### config.mk
export PLATFORM = sky130hd
export DESIGN_NAME = uart_rx_ctrl
export DESIGN_NICKNAME = d
export VERILOG_FILES = /design/src/rtl/uart_pkg.sv /design/src/rtl/uart_addr_match.sv /design/src/rtl/uart_rx_ctrl.sv
export SDC_FILE = /design/constraint.sdc
export NUM_CORES = 1
export LEC_CHECK = 0
export CAP_MARGIN = 20
export CORE_ASPECT_RATIO = 1.2
export CORE_MARGIN = 4
export CORE_UTILIZATION = 36
export CTS_BUF_LIST = sky130_fd_sc_hd__clkbuf_4 sky130_fd_sc_hd__clkbuf_8
export DETAILED_ROUTE_END_ITERATION = 16
export HOLD_SLACK_MARGIN = 0.02
export PLACE_DENSITY_LB_ADDON = 0.12
export SETUP_SLACK_MARGIN = 0.4
export SLEW_MARGIN = 20
export SYNTH_ARGS = -nofsm -noshare
export SYNTH_HDL_FRONTEND = slang
export SYNTH_SLANG_ARGS = --single-unit
### constraint.sdc
create_clock -name clk -period 4.3 [get_ports clk]
set_clock_uncertainty 0.05 [all_clocks]
set_input_delay 1.29 -clock clk [delete_from_list [all_inputs] [get_ports clk]]
set_output_delay 1.29 -clock clk [all_outputs]
set_load 0.005 [all_outputs]
### src/rtl/uart_pkg.sv
// Shared types for the UART receive controller: FSM state encoding and
// SCON serial-mode encodings.
package uart_pkg;

  typedef enum logic [1:0] {
    ST_OFF      = 2'd0,
    ST_LISTEN   = 2'd1,
    ST_SELECTED = 2'd2,
    ST_PASS     = 2'd3
  } rx_state_e;

  localparam logic [1:0] MODE0 = 2'd0;
  localparam logic [1:0] MODE1 = 2'd1;
  localparam logic [1:0] MODE2 = 2'd2;
  localparam logic [1:0] MODE3 = 2'd3;

endpackage

### src/rtl/uart_addr_match.sv
// Combinational slave-address compare. With UART_AUTO_ADDR_EN defined it
// implements given + broadcast matching; otherwise every address matches.
module uart_addr_match (
  input  logic [7:0] rx_data,
  input  logic [7:0] saddr,
  input  logic [7:0] saden,
  output logic       match
);

`ifdef UART_AUTO_ADDR_EN
  logic       given_match;
  logic       bcast_match;
  logic [7:0] bcast_mask;

  assign given_match = ((rx_data & saden) == (saddr & saden));
  // Broadcast: every bit set in saddr|saden must also be set in the frame.
  assign bcast_mask  = saddr | saden;
  assign bcast_match = ((rx_data & bcast_mask) == bcast_mask);
  assign match       = given_match | bcast_match;
`else
  logic unused_addr_inputs;

  assign unused_addr_inputs = ^{rx_data, saddr, saden};
  assign match              = 1'b1;
`endif

endmodule

### src/rtl/uart_rx_ctrl.sv
// UART receive control: SM2 multiprocessor filter FSM, SBUF/RB8 capture and
// RI/overrun flags. Optional macro: UART_AUTO_ADDR_EN (automatic addressing).
module uart_rx_ctrl
  import uart_pkg::*;
(
  input  logic       clk,
  input  logic       rst_n,
  input  logic [1:0] mode,
  input  logic       ren,
  input  logic       sm2,
  input  logic [7:0] saddr,
  input  logic [7:0] saden,
  input  logic       rx_done,
  input  logic [7:0] rx_data,
  input  logic       rb8_in,
  input  logic       ri_clr,
  input  logic       ovr_clr,
  output logic       rx_en,
  output logic [7:0] sbuf,
  output logic       rb8,
  output logic       ri,
  output logic       ovr,
  output logic       selected,
  output logic [1:0] state_dbg
);

  // Interface: rx_done is a one-cycle strobe qualifying rx_data/rb8_in;
  // there is no back-pressure, so a frame arriving while ri is still set is
  // dropped and flagged as overrun. ri_clr/ovr_clr are one-cycle CPU strobes.

  rx_state_e state_q, state_d;
  logic      addr_match;
  logic      frame_pass;
  logic      take_frame;
  logic      addr_mode;

  assign rx_en     = ren;
  assign addr_mode = (mode == MODE2) || (mode == MODE3);

  uart_addr_match u_addr_match (
    .rx_data (rx_data),
    .saddr   (saddr),
    .saden   (saden),
    .match   (addr_match)
  );

  always_comb begin
    frame_pass = 1'b0;
    if (state_q == ST_PASS || !sm2 || mode == MODE0) begin
      frame_pass = 1'b1;
    end else if (mode == MODE1) begin
      frame_pass = rb8_in;
    end else if (state_q == ST_LISTEN) begin
      frame_pass = rb8_in & addr_match;
    end else if (state_q == ST_SELECTED) begin
      frame_pass = !rb8_in || addr_match;
    end
  end

  assign take_frame = rx_done && ren && (state_q != ST_OFF) && frame_pass;

  always_comb begin
    state_d = state_q;
    if (!ren) begin
      state_d = ST_OFF;
    end else if (!sm2) begin
      state_d = ST_PASS;
    end else if (state_q == ST_OFF || state_q == ST_PASS) begin
      state_d = ST_LISTEN;
    end else if (rx_done && addr_mode && rb8_in) begin
      state_d = addr_match ? ST_SELECTED : ST_LISTEN;
    end
  end

  always_ff @(posedge clk or negedge rst_n) begin
    if (!rst_n) begin
      state_q <= ST_OFF;
    end else begin
      state_q <= state_d;
    end
  end

  // In OFF the whole register file holds, including the CPU clears.
  always_ff @(posedge clk or negedge rst_n) begin
    if (!rst_n) begin
      sbuf <= 8'h00;
      rb8  <= 1'b0;
      ri   <= 1'b0;
      ovr  <= 1'b0;
    end else if (state_q != ST_OFF) begin
      if (take_frame) begin
        if (ri && !ri_clr) begin
          ovr <= 1'b1;
        end else begin
          sbuf <= rx_data;
          rb8  <= rb8_in;
          ri   <= 1'b1;
          if (ovr_clr) ovr <= 1'b0;
        end
      end else begin
        if (ri_clr)  ri  <= 1'b0;
        if (ovr_clr) ovr <= 1'b0;
      end
    end
  end

  assign selected  = (state_q == ST_SELECTED);
  assign state_dbg = state_q;

endmodule

==> results_dict.tcl, run 1 <==
set metrics [dict create \
    status "complete, no violations" \
    cts_tree "yes" \
    post-cts-setup-buffers 0 \
    place_hpwl_um 1090 \
    ios 49 \
    globalRoute.busiestLayer "met2" \
    antenna_left 0 \
    cts_buffers 3 \
    start_util_pct 38.5 \
    pwr_density_cell_nw_per_um2 375 \
    use_met1_pct 12.8 \
    cp-end-kind "output pin" \
    grt_max_degree 14 \
    via_per_inst 4.96 \
    drc 0 \
    dieHeight_um 54.2 \
    cpMostUsedCell "clkdlybuf4s50_1" \
    fin_setup_tns_ps 0 \
    cp-start-kind "primary input" \
    synth_commonest_cells "dfrtp_1 (13), mux2_2 (10)" \
    dp_cells 98 \
    yosysWarnings 0 \
    cts.repair.resized 0 \
    area_growth_pct 56.8 \
    core_um2 1660 \
    path_class "in -> out" \
    required_ps 2960 \
    timing.final.ws_setup_ps 599 \
    hp-class "reg -> reg" \
    slew_headroom_pct 57.7 \
    grt_pass1_wl_um 2010 \
    yosysTopAreaCell "dfrtp_1" \
    globalRouteMet2Util_pct 19.7 \
    p_leak_uw 0.000433 \
    ctsHoldBuffers 0 \
    ir_drop_mv 0.319 \
    num_rows 16 \
    htreeDepth 1 \
    critPathTopFamily "buffers and inverters" \
    die_w_um 46.5 \
    slowest_delay_ps 540 \
    drive_above_1_share_pct 22.6 \
    syn-cell-area_um2 639 \
    maxCapViolCount 0 \
    antenna_found_initial 0 \
    synth-edff-count 0 \
    clock_sinks 13 \
    drt-wirelength-per-cell_um 13.2 \
    path_max_fanout 4 \
    hold_violations 0 \
    synth.net_count 87 \
    grt_use_total_pct 11.2 \
    root_buffer "clkbuf_4" \
    crit_chain "clkdlybuf4s50_1 > clkdlybuf4s50_1" \
    setup_violations 0 \
    drv_slew 0 \
    grt_pass1_vias 511 \
    arrival_ps 2360 \
    synth.top_cell.area_share_pct 50.9 \
    synth_area_leaders "dfrtp_1 (51%), mux2_2 (18%), ha_1 (7.8%)" \
    ff2ff_setup_slack_ps 2110 \
    cts_buffer_depth 2 \
    first_pass_iters 2 \
    gp_congestion 0.748 \
    post-route-period-util_pct 86.1 \
    dieArea_um2 2520 \
    synth_most_common_cell "dfrtp_1" \
    max_freq_mhz 270 \
    syn_avg_cell_area_um2 13.0 \
    slowest_stage "clkdlybuf4s50_1" \
    diodes 0 \
    ys_types 16 \
    dpl_worst_slack_ps 606 \
    rsz0062_at_grt "false" \
    drt-initial-drc-count 1 \
    fin_cells 102 \
    ys_ff_latch 13 \
    use_met3_pct 3.68 \
    syn-instance-count 49 \
    cp_num_buf_inv 2 \
    nFillCells 144 \
    synthFlopType "dfrtp_1" \
    drt-total-wl_um 1350 \
    clk_pin_slew_ps 70 \
    seq_area_frac_synth_pct 50.9 \
    clock_latency_ps 260 \
    overflow 0 \
    num_vias 506 \
    fin_nets 123 \
    async_flop_share_pct 100 \
    worst_pin_slew_ps 632 \
    min_period_ps 3700 \
    port_buffers 32 \
]
-- per-layer routing --
metal	vias up	wire, um
met5	-	0
met4	0	0
met3	0	160
met2	27	627
met1	238	558
li1	241	-
-- layout by cell type (no fill, tap or decap), types with 3 or more instances in the layout --
| cell type | n |
|---|---|
| mux2_2 | 10 |
| o21ai_0 | 4 |
| clkbuf_4 | 3 |
| dfrtp_1 | 13 |
| inv_1 | 4 |
| nand2_1 | 4 |
| ha_1 | 4 |
| clkdlybuf4s50_1 | 32 |
-- cell families after synthesis --
| family | after synthesis | share of synthesized area (%) |
|---|---|---|
| flip-flops | 13 | 50.9 |
| multiplexers | 10 | 17.6 |
| AND/OR/NAND/NOR | 10 | 12.7 |
| AO/OA/AOI/OAI | 7 | 7.44 |
| buffers and inverters | 5 | 3.52 |
| adder cells (fa/ha/maj) | 4 | 7.83 |
-- sequential cells by signal, indices dropped and copies added, names as in the netlist --
name       count
ovr            1
rb8            1
ri             1
sbuf           8
state_dbg      2
-- power breakdown --
part / leakage [uW] / internal (uW) / switching [uW]
Combinational: 0.000258 / 95.7 / 39.6
Sequential: 0.000158 / 153 / 16.5
Clock: 0.0000177 / 34.4 / 37.1
-- cell type report --
cell class | instances | area (um2) | area share, %
clock buffer | 3 | 22.5 | 2.25
clock inverter | 1 | 5.00 | 0.499
inverter | 4 | 15.0 | 1.50
multi-input combinational | 31 | 292 | 29.1
sequential | 13 | 325 | 32.5
tap | 18 | 22.5 | 2.25
timing repair buffer | 32 | 320 | 32.0
-- final timing paths --
| kind | cells after the start | start | to |
|---|---|---|---|
| max in group asynchronous | 1 | rst_n | sbuf[2] |
| min in group asynchronous | 1 | rst_n | rb8 |
| worst max register to register | 6 | state_dbg[1] | sbuf[5] |
| worst min register to register | 1 | sbuf[2] | sbuf[2] |
| worst max-delay path | 2 | ren | rx_en |
| worst min-delay path | 1 | sbuf[2] | sbuf[2] |
-- metrics by stage --
stage | hold slack [ps] | total power [uW] | area [um2] | util, %
global placement | 440 | 306 | 975 | 58.7
detailed placement | 447 | 309 | 975 | 58.7
floorplan | 444 | 217 | 639 | -
global route | 489 | 404 | 1000 | 60.3
finish | 459 | 376 | 1000 | 60.3
CTS | 465 | 383 | 1000 | 60.3
Note: power is estimated with default switching activity, not from simulation.
==> run 2: changes to the inputs <==
--- a/config.mk
+++ b/config.mk
@@ -6,9 +6,11 @@
 export NUM_CORES = 1
 export LEC_CHECK = 0
 export CAP_MARGIN = 20
+export CELL_PAD_IN_SITES_DETAIL_PLACEMENT = 1
+export CELL_PAD_IN_SITES_GLOBAL_PLACEMENT = 1
 export CORE_ASPECT_RATIO = 1.2
 export CORE_MARGIN = 4
-export CORE_UTILIZATION = 36
+export CORE_UTILIZATION = 26
 export CTS_BUF_LIST = sky130_fd_sc_hd__clkbuf_4 sky130_fd_sc_hd__clkbuf_8
 export DETAILED_ROUTE_END_ITERATION = 16
 export HOLD_SLACK_MARGIN = 0.02
==> results_dict.tcl, run 2 (same netlist as run 1, synthesis figures left out) <==
set metrics [dict create \
    crit_chain "clkdlybuf4s50_1 > clkdlybuf4s50_1" \
    drive_above_1_share_pct 22.6 \
    max_freq_mhz 271 \
    cts_buffers 3 \
    placed_area_um2 991 \
    r2r_cells 6 \
    setup_violations 0 \
    maxCapViolCount 0 \
    num_rows 19 \
    largest_reg_flops 8 \
    hold_depth 1 \
    dieArea_um2 3320 \
    rsz0062_at_grt "false" \
    clock_latency_ps 260 \
    status "complete, no violations" \
    top_register "sbuf" \
    overflow 0 \
    drv_slew 0 \
    antenna_found_initial 0 \
    htreeDepth 1 \
    seqPwrFrac_pct 44.0 \
    cp-start-kind "primary input" \
    critPathTopFamily "buffers and inverters" \
    ff2ff_setup_slack_ps 2130 \
    die_w_um 53.3 \
    clkPwrFrac_pct 20.7 \
    cts_tree "yes" \
    fin_setup_tns_ps 0 \
    drt-total-wl_um 1540 \
    fin_nets 123 \
    drc 0 \
    drt-wirelength-per-cell_um 13.4 \
    first_pass_iters 2 \
    grt_pass1_wl_um 2550 \
    path_max_fanout 4 \
    slowest_delay_ps 530 \
    ios 49 \
    via_per_inst 4.30 \
    antenna_left 0 \
    holdPathEnd "sbuf[2]" \
    grt_pass1_vias 570 \
    hold_start "sbuf[2]" \
    path_class "in -> out" \
    cp-end-kind "output pin" \
    port_buffers 32 \
    final_common_cell "clkdlybuf4s50_1" \
    post-route-period-util_pct 85.7 \
    gp_congestion 0.671 \
    drt-initial-drc-count 1 \
    dieHeight_um 62.3 \
    clock_sinks 13 \
    ir_drop_mv 0.193 \
    core_um2 2330 \
    cts.repair.resized 0 \
    p_sw_uw 93.5 \
    diodes 0 \
    hp-class "reg -> reg" \
    place_hpwl_um 1250 \
    post-cts-setup-buffers 0 \
    start_util_pct 27.4 \
    ctsHoldBuffers 0 \
    cp_num_buf_inv 2 \
    clk_pin_slew_ps 80 \
    root_buffer "clkbuf_4" \
    reg2reg_to "sbuf[3]" \
    area_growth_pct 59.7 \
    p_leak_uw 0.000434 \
    num_vias 494 \
    pwr_density_cell_nw_per_um2 376 \
    required_ps 2960 \
    cts_buffer_depth 2 \
    power_frac_comb_pct 35.2 \
    worst_pin_slew_ps 610 \
    grt_use_total_pct 10.3 \
    p_int_uw 291 \
    grt_max_degree 14 \
    arrival_ps 2350 \
    p_sw_share_pct 24.3 \
    slew_headroom_pct 59.1 \
    final_cell_area_um2 1020 \
    r2r-start "state_dbg[1]" \
    min_period_ps 3690 \
    cpMostUsedCell "clkdlybuf4s50_1" \
    final_cell_mix "clkdlybuf4s50_1 (32), dfrtp_1 (13), mux2_2 (10)" \
    p_total_uw 384 \
    slowest_stage "clkdlybuf4s50_1" \
    hold_violations 0 \
]
## run 2: changes by cell type in the layout (fill, tap and decap cells not counted)
| cell | change |
|---|---|
| clkbuf_4 | +1 |
| clkinv_2 | -1 |
## run 2: cell type report
| type | instances | area (um2) |
|---|---|---|
| Tap cell | 31 | 38.8 |
| Timing Repair Buffer | 32 | 320 |
| Inverter | 4 | 15.0 |
| Clock buffer | 4 | 30.0 |
| Multi-Input combinational cell | 31 | 292 |
| Fill cell | 277 | 1310 |
| Sequential cell | 13 | 325 |
## run 2: how the worst max path moves through the flow
stage	from	end	slack [ps]	cells past startpoint
detailed placement	ren	rx_en	600	2
finish	ren	rx_en	610	2
global placement	ren	rx_en	600	2
CTS	ren	rx_en	600	2
floorplan	ren	rx_en	1560	1
global route	ren	rx_en	560	2
## run 2: power by group through the flow
stage                     logic [uW]  clock network (uW)  registers [uW]
after floorplan                 43.8                   0             173
after global placement           136                   0             172
after detailed placement         138                   0             172
after CTS                        139                84.1             170
after global routing             147                92.1             176
final                            135                79.7             169
## run 2: metal layers
metal	track usage, %	part of all wire, %
met2	16.1	45
met1	12.4	45
met5	0	0
met3	4.31	8.7
met4	3.83	0.65
## run 2: metrics by stage
stage | cells | util (%) | setup slack, ps | hold slack (ps)
global route | 115 | 43.8 | 564 | 493
CTS | 115 | 43.8 | 595 | 463
global placement | 111 | 42.5 | 597 | 437
floorplan | 49 | - | 1560 | 444
finish | 115 | 43.8 | 613 | 459
detailed placement | 111 | 42.5 | 602 | 445
